File: config.mk
export PLATFORM = sky130hd
export DESIGN_NAME = bp_btb_unit
export DESIGN_NICKNAME = d
export VERILOG_FILES = /design/src/rtl/bp_btb_unit.sv
export SDC_FILE = /design/constraint.sdc
export NUM_CORES = 2
export LEC_CHECK = 0
export ABC_AREA = 1
export BUFFER_PORTS_ARGS = -buffer_cell sky130_fd_sc_hd__buf_2
export CAP_MARGIN = 20
export CELL_PAD_IN_SITES_DETAIL_PLACEMENT = 1
export CELL_PAD_IN_SITES_GLOBAL_PLACEMENT = 2
export CORE_UTILIZATION = 33
export DETAILED_ROUTE_END_ITERATION = 8
export PLACE_DENSITY = 0.78
export SLEW_MARGIN = 10
export SYNTH_ARGS = -nofsm -noshare
export SYNTH_HDL_FRONTEND = slang
export SYNTH_SLANG_ARGS = --single-unit
File: constraint.sdc
create_clock -name clk -period 2.1 [get_ports clk]
set_input_delay 0.63 -clock clk [delete_from_list [all_inputs] [get_ports clk]]
set_output_delay 0.63 -clock clk [all_outputs]
set_load 0.01 [all_outputs]
File: src/rtl/bp_btb_unit.sv
// bp_btb_unit: direct-mapped branch target buffer with per-entry saturating
// counters for the IF stage.
// - A lookup issued in one cycle returns its registered prediction in the next.
// - The table trains from EX branch resolution.
// - A registered one-cycle mispredict/redirect pulse is sent back to IF.
// Optional feature: define BP_GSHARE_EN to XOR a global history register into
// the table index (gshare); the default build uses the plain PC index.
module bp_btb_unit #(
    parameter int ADDR_W   = 32,
    parameter int IDX_W    = 4,
    parameter int CNT_W    = 2,
    parameter int CNT_INIT = 1
) (
    input  logic              clk,
    input  logic              BP_rst_n,
    input  logic              BP_inv,
    input  logic              IF_BP_valid,
    input  logic [ADDR_W-1:0] IF_BP_pc,
    output logic              BP_IF_pred_valid,
    output logic              BP_IF_pred_taken,
    output logic [ADDR_W-1:0] BP_IF_pred_target,
    output logic [CNT_W-1:0]  BP_IF_pred_cnt,
    input  logic              EX_BP_valid,
    input  logic [ADDR_W-1:0] EX_BP_pc,
    input  logic              EX_BP_taken,
    input  logic [ADDR_W-1:0] EX_BP_target,
    input  logic              EX_BP_pred_taken,
    input  logic [ADDR_W-1:0] EX_BP_pred_target,
    output logic              BP_IF_mispredict,
    output logic [ADDR_W-1:0] BP_IF_redirect_pc
);

    localparam int DEPTH = 1 << IDX_W;
    localparam int TAG_W = ADDR_W - IDX_W - 2;

    localparam logic [CNT_W-1:0] CNT_RST = CNT_W'(CNT_INIT);
    localparam logic [CNT_W-1:0] CNT_MAX = {CNT_W{1'b1}};
    localparam logic [CNT_W-1:0] CNT_WT  = CNT_W'(1) << (CNT_W - 1);

    // Flattened views of the per-entry state, driven from the generate block.
    logic              valid_arr  [DEPTH];
    logic [TAG_W-1:0]  tag_arr    [DEPTH];
    logic [ADDR_W-1:0] target_arr [DEPTH];
    logic [CNT_W-1:0]  cnt_arr    [DEPTH];

    logic [IDX_W-1:0]  lk_idx;
    logic [IDX_W-1:0]  up_idx;
    logic [TAG_W-1:0]  lk_tag;
    logic [TAG_W-1:0]  up_tag;

    // Word-aligned PCs: the byte-offset bits never take part in index or tag.
    logic unused_pc_bits;
    assign unused_pc_bits = ^{IF_BP_pc[1:0], EX_BP_pc[1:0]};

    assign lk_tag = IF_BP_pc[ADDR_W-1:IDX_W+2];
    assign up_tag = EX_BP_pc[ADDR_W-1:IDX_W+2];

`ifdef BP_GSHARE_EN
    logic [IDX_W-1:0] ghr_reg;

    // Global history: every resolved branch shifts its outcome in at the LSB;
    // invalidation leaves the history alone.
    always_ff @(posedge clk or negedge BP_rst_n) begin
        if (!BP_rst_n) begin
            ghr_reg <= '0;
        end else if (EX_BP_valid) begin
            ghr_reg <= (ghr_reg << 1) | IDX_W'(EX_BP_taken);
        end
    end

    // Update side uses the live history because EX carries no checkpoint.
    assign lk_idx = IF_BP_pc[IDX_W+1:2] ^ ghr_reg;
    assign up_idx = EX_BP_pc[IDX_W+1:2] ^ ghr_reg;
`else
    assign lk_idx = IF_BP_pc[IDX_W+1:2];
    assign up_idx = EX_BP_pc[IDX_W+1:2];
`endif

    // Lookup reads the current table contents, so a same-cycle update or
    // invalidate is not visible (read-before-write, no bypass).
    logic             lk_hit;
    logic             lk_taken;
    logic [CNT_W-1:0] lk_cnt;

    assign lk_hit   = valid_arr[lk_idx] && (tag_arr[lk_idx] == lk_tag);
    assign lk_cnt   = cnt_arr[lk_idx];
    assign lk_taken = lk_hit && lk_cnt[CNT_W-1];

    // Update-side read of the indexed entry and its saturated neighbours.
    logic             up_hit;
    logic [CNT_W-1:0] up_cnt;
    logic [CNT_W-1:0] up_cnt_inc;
    logic [CNT_W-1:0] up_cnt_dec;

    assign up_hit     = valid_arr[up_idx] && (tag_arr[up_idx] == up_tag);
    assign up_cnt     = cnt_arr[up_idx];
    assign up_cnt_inc = (up_cnt == CNT_MAX) ? CNT_MAX : up_cnt + CNT_W'(1);
    assign up_cnt_dec = (up_cnt == '0) ? '0 : up_cnt - CNT_W'(1);

    genvar gi;
    generate
        for (gi = 0; gi < DEPTH; gi++) begin : g_entry
            logic              entry_valid_reg;
            logic [TAG_W-1:0]  entry_tag_reg;
            logic [ADDR_W-1:0] entry_target_reg;
            logic [CNT_W-1:0]  entry_cnt_reg;
            logic              entry_sel;

            assign entry_sel = EX_BP_valid && (up_idx == IDX_W'(gi));

            // One BTB entry: invalidate wins over training; a miss allocates
            // only on a taken branch, evicting whatever was resident.
            always_ff @(posedge clk or negedge BP_rst_n) begin
                if (!BP_rst_n) begin
                    entry_valid_reg  <= 1'b0;
                    entry_tag_reg    <= '0;
                    entry_target_reg <= '0;
                    entry_cnt_reg    <= CNT_RST;
                end else if (BP_inv) begin
                    entry_valid_reg <= 1'b0;
                    entry_cnt_reg   <= CNT_RST;
                end else if (entry_sel) begin
                    if (up_hit) begin
                        if (EX_BP_taken) begin
                            entry_cnt_reg    <= up_cnt_inc;
                            entry_target_reg <= EX_BP_target;
                        end else begin
                            entry_cnt_reg <= up_cnt_dec;
                        end
                    end else if (EX_BP_taken) begin
                        entry_valid_reg  <= 1'b1;
                        entry_tag_reg    <= up_tag;
                        entry_target_reg <= EX_BP_target;
                        entry_cnt_reg    <= CNT_WT;
                    end
                end
            end

            assign valid_arr[gi]  = entry_valid_reg;
            assign tag_arr[gi]    = entry_tag_reg;
            assign target_arr[gi] = entry_target_reg;
            assign cnt_arr[gi]    = entry_cnt_reg;
        end
    endgenerate

    // Registered prediction; the payload holds when no lookup is requested.
    always_ff @(posedge clk or negedge BP_rst_n) begin
        if (!BP_rst_n) begin
            BP_IF_pred_valid  <= 1'b0;
            BP_IF_pred_taken  <= 1'b0;
            BP_IF_pred_target <= '0;
            BP_IF_pred_cnt    <= CNT_RST;
        end else begin
            BP_IF_pred_valid <= IF_BP_valid;
            if (IF_BP_valid) begin
                BP_IF_pred_taken  <= lk_taken;
                BP_IF_pred_target <= lk_taken ? target_arr[lk_idx]
                                              : IF_BP_pc + ADDR_W'(4);
                BP_IF_pred_cnt    <= lk_hit ? lk_cnt : CNT_RST;
            end
        end
    end

    // Mispredict: wrong direction, or taken with a wrong target.
    logic mp;
    assign mp = EX_BP_valid &&
                ((EX_BP_taken != EX_BP_pred_taken) ||
                 (EX_BP_taken && (EX_BP_pred_target != EX_BP_target)));

    // Registered redirect pulse; the redirect PC holds between mispredicts.
    always_ff @(posedge clk or negedge BP_rst_n) begin
        if (!BP_rst_n) begin
            BP_IF_mispredict  <= 1'b0;
            BP_IF_redirect_pc <= '0;
        end else begin
            BP_IF_mispredict <= mp;
            if (mp) begin
                BP_IF_redirect_pc <= EX_BP_taken ? EX_BP_target
                                                 : EX_BP_pc + ADDR_W'(4);
            end
        end
    end

endmodule

# Yosys cells after proc, flatten, opt, wreduce, memory -nomap -nowiden
# Index checks and enable logic that the tools add are counted.
classes:
  addsub: 4
  magnitude_cmp: 2
  eq_ne: 21
  mux: 95
  n_bitwise: 4
  reduce_logical: 106
ops:
  columns: ["cell", "n"]
  rows:
  - ["binary-select mux 26 bit (select 4 bit)", 2]
  - ["binary-select mux 32 bit (select 4 bit)", 1]
  - ["2-to-1 mux 32 bit", 4]
  - ["2-to-1 mux 26 bit", 4]
  - ["AND reduction 3 bit", 32]
  - ["2-to-1 mux 2 bit", 42]
  - ["adder 32 x 3 -> 32 bit, second input constant", 2]
  - ["AND reduction 4 bit", 16]
  - ["== test 26 bit", 2]
  - ["2-to-1 mux 1 bit", 38]
  - ["nonzero test 2 bit", 17]
  - ["== test 4 bit, second input constant", 8]
  - ["!= test 32 bit", 1]
  - ["AND reduction 2 bit", 16]
  - ["logical AND 1 bit", 21]
  - ["binary-select mux 2 bit (select 4 bit)", 2]
  - ["== test 4 x 3 -> 1 bit, second input constant", 4]
  - [">= comparator 5 bit, second input constant", 2]
  - ["inverter 4 -> 5 bit", 2]
  - ["binary-select mux 1 bit (select 4 bit)", 2]
  - ["== test 4 x 2 -> 1 bit, second input constant", 2]
  - ["== test 4 x 1 -> 1 bit, second input constant", 1]
  - ["zero test 4 bit", 1]
  - ["nonzero test 3 bit", 1]
  - ["other kinds (8)", 9]
totals:
  regBits: 1045
  input_bits: 135
  output_inout_bits: 69
  wordCells: 302

# Longest topological paths before layout
depth:
  ltp_word: 10
  ltp_mapped: 24

# Least setup slack after synthesis
# No wires, ideal clock.
synth_path:
  path_kind: "input -> register"
  startpoint: "in EX_BP_pc[2]"
  endpoint: "reg g_entry[8].entry_target_reg[10]"
  setup_ps: 78
  t_arrival_ps: 2717
  t_required_ps: 2022
  slack_ps: -695
  path_stages: 12
  n_path_buf: 6
  path_cell_list: "buf_4 inv_4 buf_4 buf_4 buf_2 ha_1 nand2_1 nor3_1 clkbuf_1 clkbuf_1 nor2_1 a21oi_1"
synth_via:
  elab_chain_cells: 3
synth_lines:
  columns: ["item", "line_no", "text"]
  rows:
  - ["start, declared", "24", "input logic [ADDR_W-1:0] EX_BP_pc,"]
  - ["== test 4 bit", "109", "assign entry_sel = EX_BP_valid && (up_idx == IDX_W'(gi));"]
  - ["logical AND 1 bit", "109", null]
  - ["AND reduction 3 bit (no line)", null, null]
  - ["end signal, assigned", "126", "entry_target_reg <= EX_BP_target;"]
  - ["end signal, assigned", "133", "entry_target_reg <= EX_BP_target;"]
  - ["end, declared", "105", "logic [ADDR_W-1:0] entry_target_reg;"]
# Every way passes these cells.
# A chain may end at the register's enable or synchronous reset.

# Worst setup path after layout
layout_path:
  startpoint: "reg g_entry[2].entry_tag_reg[21]"
  endpoint: "reg g_entry[5].entry_tag_reg[6]"
layout_via:
  elab_chain_cells: 7
layout_lines:
  columns: ["item", "line_no", "text"]
  rows:
  - ["start, declared", "104", "logic [TAG_W-1:0] entry_tag_reg;"]
  - ["start signal, assigned", "132", "entry_tag_reg <= up_tag;"]
  - ["binary-select mux 26 bit (select 4 bit)", "95", "assign up_hit = valid_arr[up_idx] && (tag_arr[up_idx] == up_tag);"]
  - ["2-to-1 mux 26 bit (not written as such) (2 in series)", "95", null]
  - ["== test 26 bit", "95", null]
  - ["logical AND 1 bit", "95", null]
  - ["inverter 1 bit (no line)", null, null]
  - ["AND reduction 4 bit (no line)", null, null]
  - ["end signal, assigned", "132", null]
  - ["end, declared", "104", null]
# Every way passes these cells. The select of a mux whose other input is x is not followed.

==> results.sh <==
export IMPL_syn_nets=8082
export IMPL_vias_per_cell=5.459
export IMPL_n_fill_cell=20550
export IMPL_ff2ff_setup_slack_ns=-0.99
export IMPL_die_area_um2=173000
export IMPL_failed_checks="negative setup slack"
export IMPL_synth_async_sr_flop_share=1.000
export IMPL_p_per_area_nw_per_um2=790.3
export IMPL_skew_ns=0.04736
export IMPL_seq_area_frac_synth=0.4624
export IMPL_netlist_cell_type_count=47
export IMPL_io_buffers=203
export IMPL_grt_pass1_wl_mm=420.8
export IMPL_seq_area_um2=26150
export IMPL_avgSynthCellArea_um2=7.120
export IMPL_finalSetupViolations=601
export IMPL_largest_reg_flops=512
export IMPL_final_cell_mix="nand2_1, dfrtp_1, o21ai_0"
export IMPL_drt_total_wl_mm=300.1
export IMPL_core_area_um2=169800
export IMPL_rows=151
export IMPL_area_growth_pct=40.28
export IMPL_ant_nets=0
export IMPL_htree_levels=4
export IMPL_required_ns=2.83
export IMPL_timing_fmax_mhz=323.5
export IMPL_crit_path_max_fanout=9
export IMPL_hold_path_class="in2reg"
export IMPL_synth_seq_cells=1044
export IMPL_final_common_cell="nand2_1"
export IMPL_final_min_clock_period_ns=3.091
export IMPL_cts_tree="built"
export IMPL_drtIter0Drc=5352
export IMPL_synth_cells=7942
export IMPL_yosys_warnings=0
export IMPL_die_h_um=415.9
export IMPL_grt_pass1_vias=61610
export IMPL_io_pins=204
export IMPL_outcome="finished, violations left"
export IMPL_grt_max_degree=121
export IMPL_crit_type="reg2reg"
export IMPL_finalInstanceArea_um2=79320
export IMPL_power_mw=62.69
export IMPL_max_cap_viol_count=0
export IMPL_hold_violations=0
export IMPL_clk_pin_slew_worst_paths_ns=0.06
export IMPL_clock_sinks=1044
export IMPL_ys_flop_type="dfrtp_1"
export IMPL_worstMarginPinSlew_ns=0.8031
export IMPL_grt_antenna_before_repair=10
export IMPL_end_kind="register"
export IMPL_drive_gt1_frac=0.2704
export IMPL_relSlewSlack=0.4646
export IMPL_slew_violations=0
export IMPL_grt_overflow_total=0
export IMPL_dp_hpwl_mm=197.3
export IMPL_critical_path_startpoint_type="register"
export IMPL_place_gp_congestion=0.9543
export IMPL_fin_setup_tns_ns=-420.12
export IMPL_numCtsBuffers=133
export IMPL_fin_ws_ns=-0.9909
export IMPL_fin_nets=9124
export IMPL_dr_pass1_iters=6
export IMPL_multiInputGateArea_um2=28140
export IMPL_clock_latency_ns=0.83
export IMPL_track_usage=0.3281
export IMPL_vias=61770
export IMPL_rsz0062_at_grt="yes"
export IMPL_ir_drop_mv=0.7465
export IMPL_wire_per_inst_um=26.52
export IMPL_fin_crit_sh=1.472
export IMPL_hold_ws_ns=0.1393
export IMPL_cellLeakagePower_nw=39.00
export IMPL_syn_area_um2=56550
export IMPL_start_util=0.3329
export IMPL_die_w_um=415.9
export IMPL_remaining_drc_errors=0
export IMPL_cp_arrival_ns=3.82
export IMPL_cts_root_buf="clkbuf_16"
export IMPL_synth_edff_count=0
export IMPL_placed_cell_area_um2=68640
export IMPL_clk_path_buf_depth=3
-- final timing paths --
check	start	end	depth (start not counted)
max	g_entry[2].entry_tag_reg[21]	g_entry[5].entry_tag_reg[6]	19
min	EX_BP_pc[1]	BP_IF_redirect_pc[1]	3
max reg2reg	g_entry[2].entry_tag_reg[21]	g_entry[5].entry_tag_reg[6]	19
min reg2reg	g_entry[1].entry_cnt_reg[0]	g_entry[1].entry_cnt_reg[0]	2
max in group asynchronous	BP_rst_n	BP_IF_pred_target[25]	3
min in group asynchronous	BP_rst_n	g_entry[1].entry_tag_reg[6]	2
-- layout make-up --
cell class | count | area share
multi-input cells | 5646 | 0.3548
flip-flops and latches | 1044 | 0.3297
repair buffers | 1488 | 0.1911
clock buffers | 191 | 0.04811
well taps | 2218 | 0.03499
inverters | 671 | 0.03290
clock inverters | 48 | 0.008124
diodes | 10 | 0.0003155
-- per-stage QoR --
stage	util	setup WS, ns	instances
after floorplan	-	-0.5265	7942
after global placement	0.4041	-1.750	10880
after detailed placement	0.4041	-1.798	10880
after CTS	0.4446	-0.6577	11200
after global routing	0.4669	-1.007	11310
final	0.4670	-0.9909	11320
-- synth_stat cells, types with 2 or more instances --
| cell type | instances | area [um^2] |
|---|---|---|
| buf_6 | 11 | 123.9 |
| clkbuf_2 | 5 | 25.02 |
| ha_1 | 5 | 62.56 |
| nor4_1 | 12 | 75.07 |
| nor2_2 | 5 | 31.28 |
| o211ai_1 | 72 | 540.5 |
| a21oi_1 | 293 | 1466 |
| dfstp_2 | 17 | 446.7 |
| o21ai_1 | 141 | 705.7 |
| buf_4 | 55 | 412.9 |
| buf_2 | 171 | 855.8 |
| buf_1 | 28 | 105.1 |
| a22o_1 | 15 | 131.4 |
| clkinv_1 | 11 | 41.29 |
| o21ai_0 | 1181 | 5911 |
| and2_1 | 2 | 12.51 |
| dfrtp_1 | 1027 | 25700 |
| nor2_1 | 586 | 2200 |
| xnor2_1 | 12 | 105.1 |
| o22ai_1 | 34 | 212.7 |
| a211oi_1 | 2 | 15.01 |
| inv_2 | 10 | 37.54 |
| inv_1 | 649 | 2436 |
| o21a_1 | 2 | 15.01 |
| nand4_1 | 21 | 131.4 |
| nor3_1 | 35 | 175.2 |
| nand3_1 | 514 | 2572 |
| a221oi_1 | 16 | 140.1 |
| xor2_1 | 51 | 446.7 |
| nand3_2 | 4 | 40.04 |
| nand2_1 | 2575 | 9666 |
| a21oi_2 | 11 | 96.34 |
| nand2_4 | 13 | 146.4 |
| nand3b_1 | 2 | 15.01 |
| a31oi_1 | 30 | 187.7 |
| clkbuf_1 | 313 | 1175 |
-- worst max-delay path, cell delays in order (launching register included) --
cell and delay (ns):
dfrtp_2 0.47, buf_4 0.15, o211ai_1 0.15, nand2_1 0.09
nand2_1 0.07, nand2_1 0.11, o21ai_1 0.23, buf_4 0.16
nand2_1 0.05, nor2_1 0.13, nand3b_1 0.14, nor2_4 0.22
buf_12 0.14, nand2_8 0.11, buf_12 0.18, nand2_8 0.10
buf_12 0.14, buf_12 0.15, nand2_1 0.08, o21ai_1 0.12
-- timing repair --
action,4_1_cts,5_1_grt
hold buffers,1,0
setup buffers,43,86
endpoints found under the setup margin,695,805
resized for setup,294,880
endpoints found under the hold margin,27,0
pin swaps,31,145
cloned,39,38
-- where the power goes --
part | internal, mW | switching, mW
clock | 13.6 | 10.2
combinational | 5.73 | 8.58
sequential | 23.0 | 1.64
total | 42.3 | 20.4
-- routing by layer --
metal  GRT usage  vias up  wire, um
met1      0.4192    31280    121500
met3     0.05160      731     19270
met4      0.1926        2     21850
met2      0.5243     2107    137500
li1            -    27650         -
met5           0        -         9
-- kinds of logic (layout without fill, tap and decap cells) --
family	after synthesis	in the layout	synth area share
AO/OA/AOI/OAI	1802	1802	0.1674
other	0	10	0
flip-flops	1044	1044	0.4624
buffers and inverters	1254	2398	0.09229
AND/OR/NAND/NOR	3774	3776	0.2671
adder cells (fa/ha/maj)	5	5	0.001106
XOR/XNOR	63	63	0.009758
Power figures use the tool's default switching activity.
